### src/rtl/idex_latch.sv
// Decode/execute pipeline register.
// Forms the final ALU operands from the decode-stage read data and immediate
// fields and registers them with the control bits. The hazard unit can stall
// the register (hold) or flush it (load a bubble). A bubble is all-zero,
// which reads as SLL r0, r0, 0 with every side-effect control cleared.
module idex_latch #(
  parameter int unsigned WORD_W = 32,
  parameter int unsigned REG_W  = 5,
  parameter int unsigned OP_W   = 4
) (
  input  logic              CLK,
  input  logic              nRST,

  // Hazard-unit control
  input  logic              en,
  input  logic              flush,

  // Decode stage
  input  logic              id_valid,
  input  logic [OP_W-1:0]   id_aluop,
  input  logic [WORD_W-1:0] id_rdat1,
  input  logic [WORD_W-1:0] id_rdat2,
  input  logic [15:0]       id_imm16,
  input  logic [4:0]        id_shamt,
  input  logic              id_extop,
  input  logic              id_asel,
  input  logic [1:0]        id_bsel,
  input  logic [REG_W-1:0]  id_wsel,
  input  logic              id_regwen,
  input  logic              id_memren,
  input  logic              id_memwen,
  input  logic [WORD_W-1:0] id_pc4,

  // Execute stage
  output logic [WORD_W-1:0] ex_PortA,
  output logic [WORD_W-1:0] ex_PortB,
  output logic [OP_W-1:0]   ex_ALUOP,
  output logic [WORD_W-1:0] ex_storedat,
  output logic [REG_W-1:0]  ex_wsel,
  output logic              ex_regwen,
  output logic              ex_memren,
  output logic              ex_memwen,
  output logic [WORD_W-1:0] ex_pc4,
  output logic              ex_valid
);

  // PortB source selects
  localparam logic [1:0] BSelRdat2 = 2'b00;
  localparam logic [1:0] BSelImm   = 2'b01;
  localparam logic [1:0] BSelShamt = 2'b10;
  localparam logic [1:0] BSelLui   = 2'b11;

  // Everything carried across the stage boundary.
  typedef struct packed {
    logic              valid;
    logic              regwen;
    logic              memren;
    logic              memwen;
    logic [REG_W-1:0]  wsel;
    logic [OP_W-1:0]   aluop;
    logic [WORD_W-1:0] porta;
    logic [WORD_W-1:0] portb;
    logic [WORD_W-1:0] storedat;
    logic [WORD_W-1:0] pc4;
  } stage_t;

  stage_t            formed;
  stage_t            stage_d;
  stage_t            stage_q;

  logic [WORD_W-1:0] imm_sext;
  logic [WORD_W-1:0] imm_zext;
  logic [WORD_W-1:0] imm_ext;
  logic [WORD_W-1:0] shamt_zext;
  logic [WORD_W-1:0] imm_lui;
  logic [WORD_W-1:0] porta_mux;
  logic [WORD_W-1:0] portb_mux;

  // Immediate variants; LUI ignores extop since the low half is always zero.
  always_comb begin
    imm_sext   = {{(WORD_W-16){id_imm16[15]}}, id_imm16};
    imm_zext   = {{(WORD_W-16){1'b0}}, id_imm16};
    imm_ext    = id_extop ? imm_sext : imm_zext;
    shamt_zext = {{(WORD_W-5){1'b0}}, id_shamt};
    imm_lui    = {id_imm16, {(WORD_W-16){1'b0}}};
  end

  // Operand muxes. asel routes rt to PortA so shifts operate on rt by shamt.
  always_comb begin
    porta_mux = id_asel ? id_rdat2 : id_rdat1;
    portb_mux = id_rdat2;
    unique case (id_bsel)
      BSelRdat2: portb_mux = id_rdat2;
      BSelImm:   portb_mux = imm_ext;
      BSelShamt: portb_mux = shamt_zext;
      BSelLui:   portb_mux = imm_lui;
      default:   portb_mux = id_rdat2;
    endcase
  end

  // Assemble the candidate payload for a real instruction.
  always_comb begin
    formed          = '0;
    formed.valid    = 1'b1;
    formed.regwen   = id_regwen;
    formed.memren   = id_memren;
    formed.memwen   = id_memwen;
    formed.wsel     = id_wsel;
    formed.aluop    = id_aluop;
    formed.porta    = porta_mux;
    formed.portb    = portb_mux;
    // Store data is always rt, independent of which operand PortB carries.
    formed.storedat = id_rdat2;
    formed.pc4      = id_pc4;
  end

  // Next-state: flush beats enable; an invalid decode slot enters as a bubble
  // so stray control bits from decode can never cause a side effect.
  always_comb begin
    stage_d = stage_q;
    if (flush) begin
      stage_d = '0;
    end else if (en) begin
      stage_d = id_valid ? formed : '0;
    end
  end

  // Stage register with asynchronous clear.
  always_ff @(posedge CLK or negedge nRST) begin
    if (!nRST) begin
      stage_q <= '0;
    end else begin
      stage_q <= stage_d;
    end
  end

  assign ex_PortA    = stage_q.porta;
  assign ex_PortB    = stage_q.portb;
  assign ex_ALUOP    = stage_q.aluop;
  assign ex_storedat = stage_q.storedat;
  assign ex_wsel     = stage_q.wsel;
  assign ex_regwen   = stage_q.regwen;
  assign ex_memren   = stage_q.memren;
  assign ex_memwen   = stage_q.memwen;
  assign ex_pc4      = stage_q.pc4;
  assign ex_valid    = stage_q.valid;

endmodule

### config.mk
export PLATFORM = sky130hd
export DESIGN_NAME = idex_latch
export DESIGN_NICKNAME = d
export VERILOG_FILES = /design/src/rtl/idex_latch.sv
export SDC_FILE = /design/constraint.sdc
export NUM_CORES = 1
export LEC_CHECK = 0
export ABC_AREA = 1
export CORE_ASPECT_RATIO = 0.8
export CORE_MARGIN = 5
export CORE_UTILIZATION = 45
export CTS_CLUSTER_SIZE = 30
export DETAILED_ROUTE_END_ITERATION = 10
export PLACE_DENSITY = 0.86
export RECOVER_POWER = 25
export SYNTH_ARGS = -nofsm -noshare
export SYNTH_HDL_FRONTEND = slang
export SYNTH_SLANG_ARGS = --single-unit
export TNS_END_PERCENT = 10
### constraint.sdc
create_clock -name CLK -period 1.3 [get_ports CLK]
set_input_delay 0.26 -clock CLK [delete_from_list [all_inputs] [get_ports CLK]]
set_output_delay 0.26 -clock CLK [all_outputs]
set_load 0.05 [all_outputs]
### Word level (Yosys, flattened, before mapping)

Index checks and enable logic that the tools add are counted.
W data, S select, Z words.

| storage, ports and cells | value |
|---|---|
| input bits | 138 |
| output and inout bits | 141 |
| register bits | 141 |
| word-level logic and storage cells | 21 |

| cells by class | value |
|---|---|
| mux-type cells | 6 |
| equal/unequal tests | 3 |
| reductions and logical operators | 2 |

Operators by type and width:

| operator | count |
|---|---|
| $mux W141 | 3 |
| $pmux W32 S4 | 1 |
| $mux W32 | 2 |
| $eq A2 B2 Y1 const B | 2 |
| $eq A2 B1 Y1 const B | 1 |
| $logic_not A2 Y1 | 1 |
| $reduce_bool A2 Y1 | 1 |

### Depth between registers and ports, before layout

| logic depth | value |
|---|---|
| word-level depth | 5 |
| gate-level depth with buffers | 8 |
| gate-level depth less buffers | 6 |

### Worst setup path before layout

No wires, ideal clock.

| path | value |
|---|---|
| path kind | in2reg |
| start point | input port flush |
| end point | register stage_q (netlist bit ex_pc4[10]) |
| stages | 8 |
| buffers on the path | 3 |
| setup slack | 302 ps |
| arrival | 880 ps |
| cells stage by stage | inv_2 > nand3_2 > buf_4 > inv_2 > buf_6 > buf_6 > nand2_1 > nand2_1 |

| between the ends | value |
|---|---|
| cells in the longest elaborated chain, start to end | 1 |
| elaborated cells between the ends (all ways) | 2 |
| classes of those cells | mux: 1; reduce/logical: 1 |

Ends and longest elaborated chain:

| element | line | source |
|---|---|---|
| start: declaration | 16 | `input logic flush,` |
| $mux W141 / $reduce_bool A2 Y1 (equally long branches) | - |  |
| end signal: assignment | 133 | `stage_q <= stage_d;` |
| end: declaration | 69 | `stage_t stage_q;` |

Parallel ways exist; a longest one is shown, timed or not.
A chain may end at the register's enable or synchronous reset.

### Final worst setup path

| path | value |
|---|---|
| start point | register stage_q (netlist bit ex_PortB[22]) |
| end point | output port ex_PortB[22] |

RTL lines:

| element | line | source |
|---|---|---|
| end: declaration | 36 | `output logic [WORD_W-1:0] ex_PortB,` |

No word-level cell between the ends.

==> impl_summary.log <==
[metrics] sort of element at the end of the critical path: output pin
[metrics] global-route usage over all layers: between 30% and 40%
[metrics] VDD IR-drop max: around 1100 µV
[metrics] arrival time reported for the critical path endpoint: ~1000 ps
[metrics] switching power: 0.00328 W
[metrics] CORE AREA: approximately 13000 µm²
[metrics] post-synthesis sequential element count: 141
[metrics] antenna violations before repair: 2
[metrics] transition time at the pin with the least slew margin: about 560 ps
[metrics] cell type of the slowest stage on the worst timing path: sky130_fd_sc_hd__dfrtp_2
[metrics] clock edge transition at the registers on the reported setup and hold paths: roughly 60 ps
[metrics] number of synthesized flops with an enable pin: 0
[metrics] total via count in the routed design: around 6500
[metrics] Slew Viols, Final: 0
[metrics] library cell with the largest summed area after synthesis: sky130_fd_sc_hd__dfrtp_1
[metrics] critical path's top delay family: flip-flops
[metrics] final estimated routing congestion in global placement: slightly below 0.9
[metrics] instance count of the mapped netlist: approximately 740
[metrics] Max-cap violations: 0
[metrics] period utilization: between 90 and 100%
[metrics] largest net degree at the start of global routing: 65
[metrics] critical path startpoint: ex_PortB[22]$_DFFE_PN0P_
[metrics] GRT Residual Overflow: 0
[metrics] CP Data Required Time: ~1000 ps
[metrics] post-layout instance count excluding filler cells: between 1000 and 1500
[metrics] detailed-route wire length on metal 1: 8540 µm
[metrics] startpoint type of the worst setup path: flop
[metrics] die width: between 100 and 150 µm
[metrics] synthesized area per cell: between 8 and 9 µm²
[metrics] CTS Buf Count: 17
[metrics] number of distinct library cell variants in the gate-level netlist after synthesis: 18
[metrics] cell area after synthesis: ~6000 µm²
[metrics] post-synthesis sequential area ratio: between 50% and 60%
[metrics] leakage power summed over all cells: approximately 5.4 nW
[metrics] number of vias per cell after detailed routing: 5.37
[metrics] top area cells in the synthesized netlist: sky130_fd_sc_hd__dfrtp_1, sky130_fd_sc_hd__nand2_1, sky130_fd_sc_hd__o21ai_0, sky130_fd_sc_hd__nand3_1, sky130_fd_sc_hd__inv_1
[metrics] share of final-layout standard cells stronger than drive strength 1: around 21%
[metrics] total number of cells along the worst setup path: 1
[metrics] Comb pwr share: 20.5%
[metrics] Post-DP HPWL: between 15000 and 20000 µm
[metrics] die outline area: about 16000 µm²
[metrics] number of nets in the final layout: approximately 1200
[metrics] cell at the root of the clock tree: sky130_fd_sc_hd__clkbuf_16
[metrics] setup repair after global routing missed its margin: true
[metrics] number of nets produced by synthesis: a little under 900
[metrics] number of levels the H-tree was split into: 4
[metrics] first-pass GRT wire length: around 39000 µm
[metrics] Finish-stage setup viols: 0
[metrics] clock tree from TritonCTS: yes
[metrics] Initial DRC Count: ~540
[metrics] starting utilization of the core area: a little under half
[metrics] leading cell type by number of instances after synthesis: sky130_fd_sc_hd__nand2_1
[metrics] Area growth syn-to-layout: 84.9%
[metrics] critical setup path kind: flop to output pin
[metrics] number of DRC violations after detailed routing: 0
[metrics] most used standard cells in the synthesized netlist: sky130_fd_sc_hd__nand2_1, sky130_fd_sc_hd__dfrtp_1, sky130_fd_sc_hd__o21ai_0
[metrics] clock skew after layout: 0 ps
[metrics] Port Buffers: ~280
[metrics] reg2reg start: ex_PortA[25]$_DFFE_PN0P_
[metrics] fraction of power spent switching nets: 26.8%
[metrics] overall routed net length: 25000 µm
[metrics] number of optimization iterations in the first detailed-route pass: 5
[metrics] minimum setup slack in the final design: 11.5 ps
[metrics] per-cell routed wire length: 20.7 µm
[metrics] Chip Height: 114 µm
[metrics] yosys synthesis warning count: 0
[metrics] class of the worst hold path: primary input to async pin
[metrics] Critical Path, Cell by Cell: buf_12
[metrics] count of buffering cells on the critical path with inverters included: 1
[metrics] leading register cell type out of synthesis: sky130_fd_sc_hd__dfrtp_1
[metrics] Clock Path Buffers: 2
[metrics] endpoints failing hold: 0
[metrics] Core Rows: 37
[metrics] Placed Instances: 1172
[metrics] worst-path maximum fanout: 2
[metrics] proportion of synthesized flip-flops having asynchronous set or reset: 100%
[metrics] via count of the first global-routing pass: about 6900
[metrics] shortest clock period the worst path allows after layout: about 1300 ps
[metrics] areal power density over the cells: approximately 1100 nW/µm²
[metrics] internal power contribution: approximately 0.0089 W
[metrics] clock share of power: between 40% and 50%
[metrics] routed length on met2: 12600 µm
[metrics] achievable clock frequency: slightly below 0.8 GHz
[metrics] number of top-level pins: 279
[metrics] worst-case reg-to-reg path depth: 3
[metrics] Synth top area share: a little under 60%
[metrics] sequential fraction of design power: 38.9%
[metrics] top routing layer in use: met5
[metrics] count of fill cells added during filler insertion: about 630
[metrics] worst stage delay on the critical path: 440 ps
[metrics] Skew-Pair Late Insertion Delay: about 410 ps
[metrics] number of sinks on the clock net: roughly 140
[metrics] WL met3: approximately 3000 µm
[metrics] outcome: completed
[metrics] Rel. slew slack: between 60% and 70%
[metrics] minimum setup slack after placement: -332 ps
[metrics] number of nets still failing antenna checks after routing: 0
-- stage by stage --
stage / hold slack [ps] / power, W / util [%] / instance area, µm² / TNS (ps)
after floorplan: -35.6 / 0.00571 / - / 6050 / 0
after global placement: 136 / 0.00725 / 81.4 / 10600 / -30290
after detailed placement: 137 / 0.00731 / 81.4 / 10600 / -35160
after CTS: 260 / 0.0123 / 86.1 / 11200 / -21.2
after global routing: 269 / 0.0127 / 85.9 / 11200 / -134
final: 256 / 0.0122 / 86.0 / 11200 / 0
-- state kept, by name, indices dropped and copies added (netlist names) --
| register | flops |
|---|---|
| ex_ALUOP | 4 |
| ex_memwen | 1 |
| ex_PortA | 32 |
| ex_wsel | 5 |
| ex_memren | 1 |
| ex_pc4 | 32 |
| ex_PortB | 32 |
| ex_valid | 1 |
| ex_storedat | 32 |
| ex_regwen | 1 |
-- metal layers --
layer / vias to the layer above / global-route usage, %
met5: - / 0
met3: 65 / 14.2
met1: 3123 / 35.0
li1: 2889 / -
met2: 392 / 54.0
met4: 4 / 13.6
-- area by class of cell --
class,count,area (µm²),area share [%]
multi-input combinational,511,2150,19.2
sequential,141,3530,31.6
clock inverter,6,109,0.973
clock buffer,24,492,4.40
inverter,38,143,1.28
tap,175,219,1.96
timing repair buffer,309,4540,40.6
antenna,1,2.50,0.0224
-- path summary, 6_finish.rpt --
path,to,slack (ps)
min in group CLK,ex_pc4[25]$_DFFE_PN0P_,380
worst min register to register,ex_pc4[8]$_DFFE_PN0P_,540
max in group asynchronous,ex_pc4[22]$_DFFE_PN0P_,200
worst max-delay path,ex_PortB[22],10
worst max register to register,ex_PortA[25]$_DFFE_PN0P_,400
worst min-delay path,ex_PortA[25]$_DFFE_PN0P_,260
-- cell usage in the layout (no fill, tap or decap) --
cell type / n
sky130_fd_sc_hd__nand2_1: 340
sky130_fd_sc_hd__clkbuf_4: 1
sky130_fd_sc_hd__bufinv_16: 3
sky130_fd_sc_hd__o21ai_1: 5
sky130_fd_sc_hd__dfrtp_1: 136
sky130_fd_sc_hd__nand3_2: 1
sky130_fd_sc_hd__clkdlybuf4s50_1: 135
sky130_fd_sc_hd__nor2_1: 2
sky130_fd_sc_hd__nor2_4: 1
sky130_fd_sc_hd__buf_12: 150
sky130_fd_sc_hd__buf_4: 17
sky130_fd_sc_hd__or2_2: 1
sky130_fd_sc_hd__dfrtp_2: 5
sky130_fd_sc_hd__o211ai_1: 1
sky130_fd_sc_hd__diode_2: 1
sky130_fd_sc_hd__o21ai_0: 88
sky130_fd_sc_hd__inv_1: 34
sky130_fd_sc_hd__dlygate4sd3_1: 1
sky130_fd_sc_hd__inv_2: 4
sky130_fd_sc_hd__clkbuf_8: 4
sky130_fd_sc_hd__clkinv_4: 1
sky130_fd_sc_hd__nand3_1: 69
sky130_fd_sc_hd__buf_6: 2
sky130_fd_sc_hd__clkbuf_1: 4
sky130_fd_sc_hd__nor2_2: 2
sky130_fd_sc_hd__clkbuf_16: 17
sky130_fd_sc_hd__clkbuf_2: 1
sky130_fd_sc_hd__buf_2: 1
sky130_fd_sc_hd__clkinv_2: 2
sky130_fd_sc_hd__a21oi_1: 1
-- logic make-up after synthesis --
kind of cell | count (synthesis) | share of synthesized area (%)
AND/OR/NAND/NOR | 416 | 27.5
AO/OA/AOI/OAI | 95 | 7.90
buffers and inverters | 83 | 6.23
flip-flops | 141 | 58.3
-- power by group through the flow --
stage               clock network, W  registers, W  logic, W
finish                       0.00497       0.00475   0.00250
global route                 0.00525       0.00477   0.00263
CTS                          0.00502       0.00475   0.00251
detailed placement                 0       0.00482   0.00249
global placement                   0       0.00481   0.00243
floorplan                          0       0.00531  0.000407
-- repair_timing --
item,in CTS,in global routing
resized for setup,1,5
endpoints found under the hold margin,60,0
pin swaps,0,0
hold buffers,1,0
setup endpoints to repair,3,20
setup buffers,0,1
(Power assumes the default switching activity.)
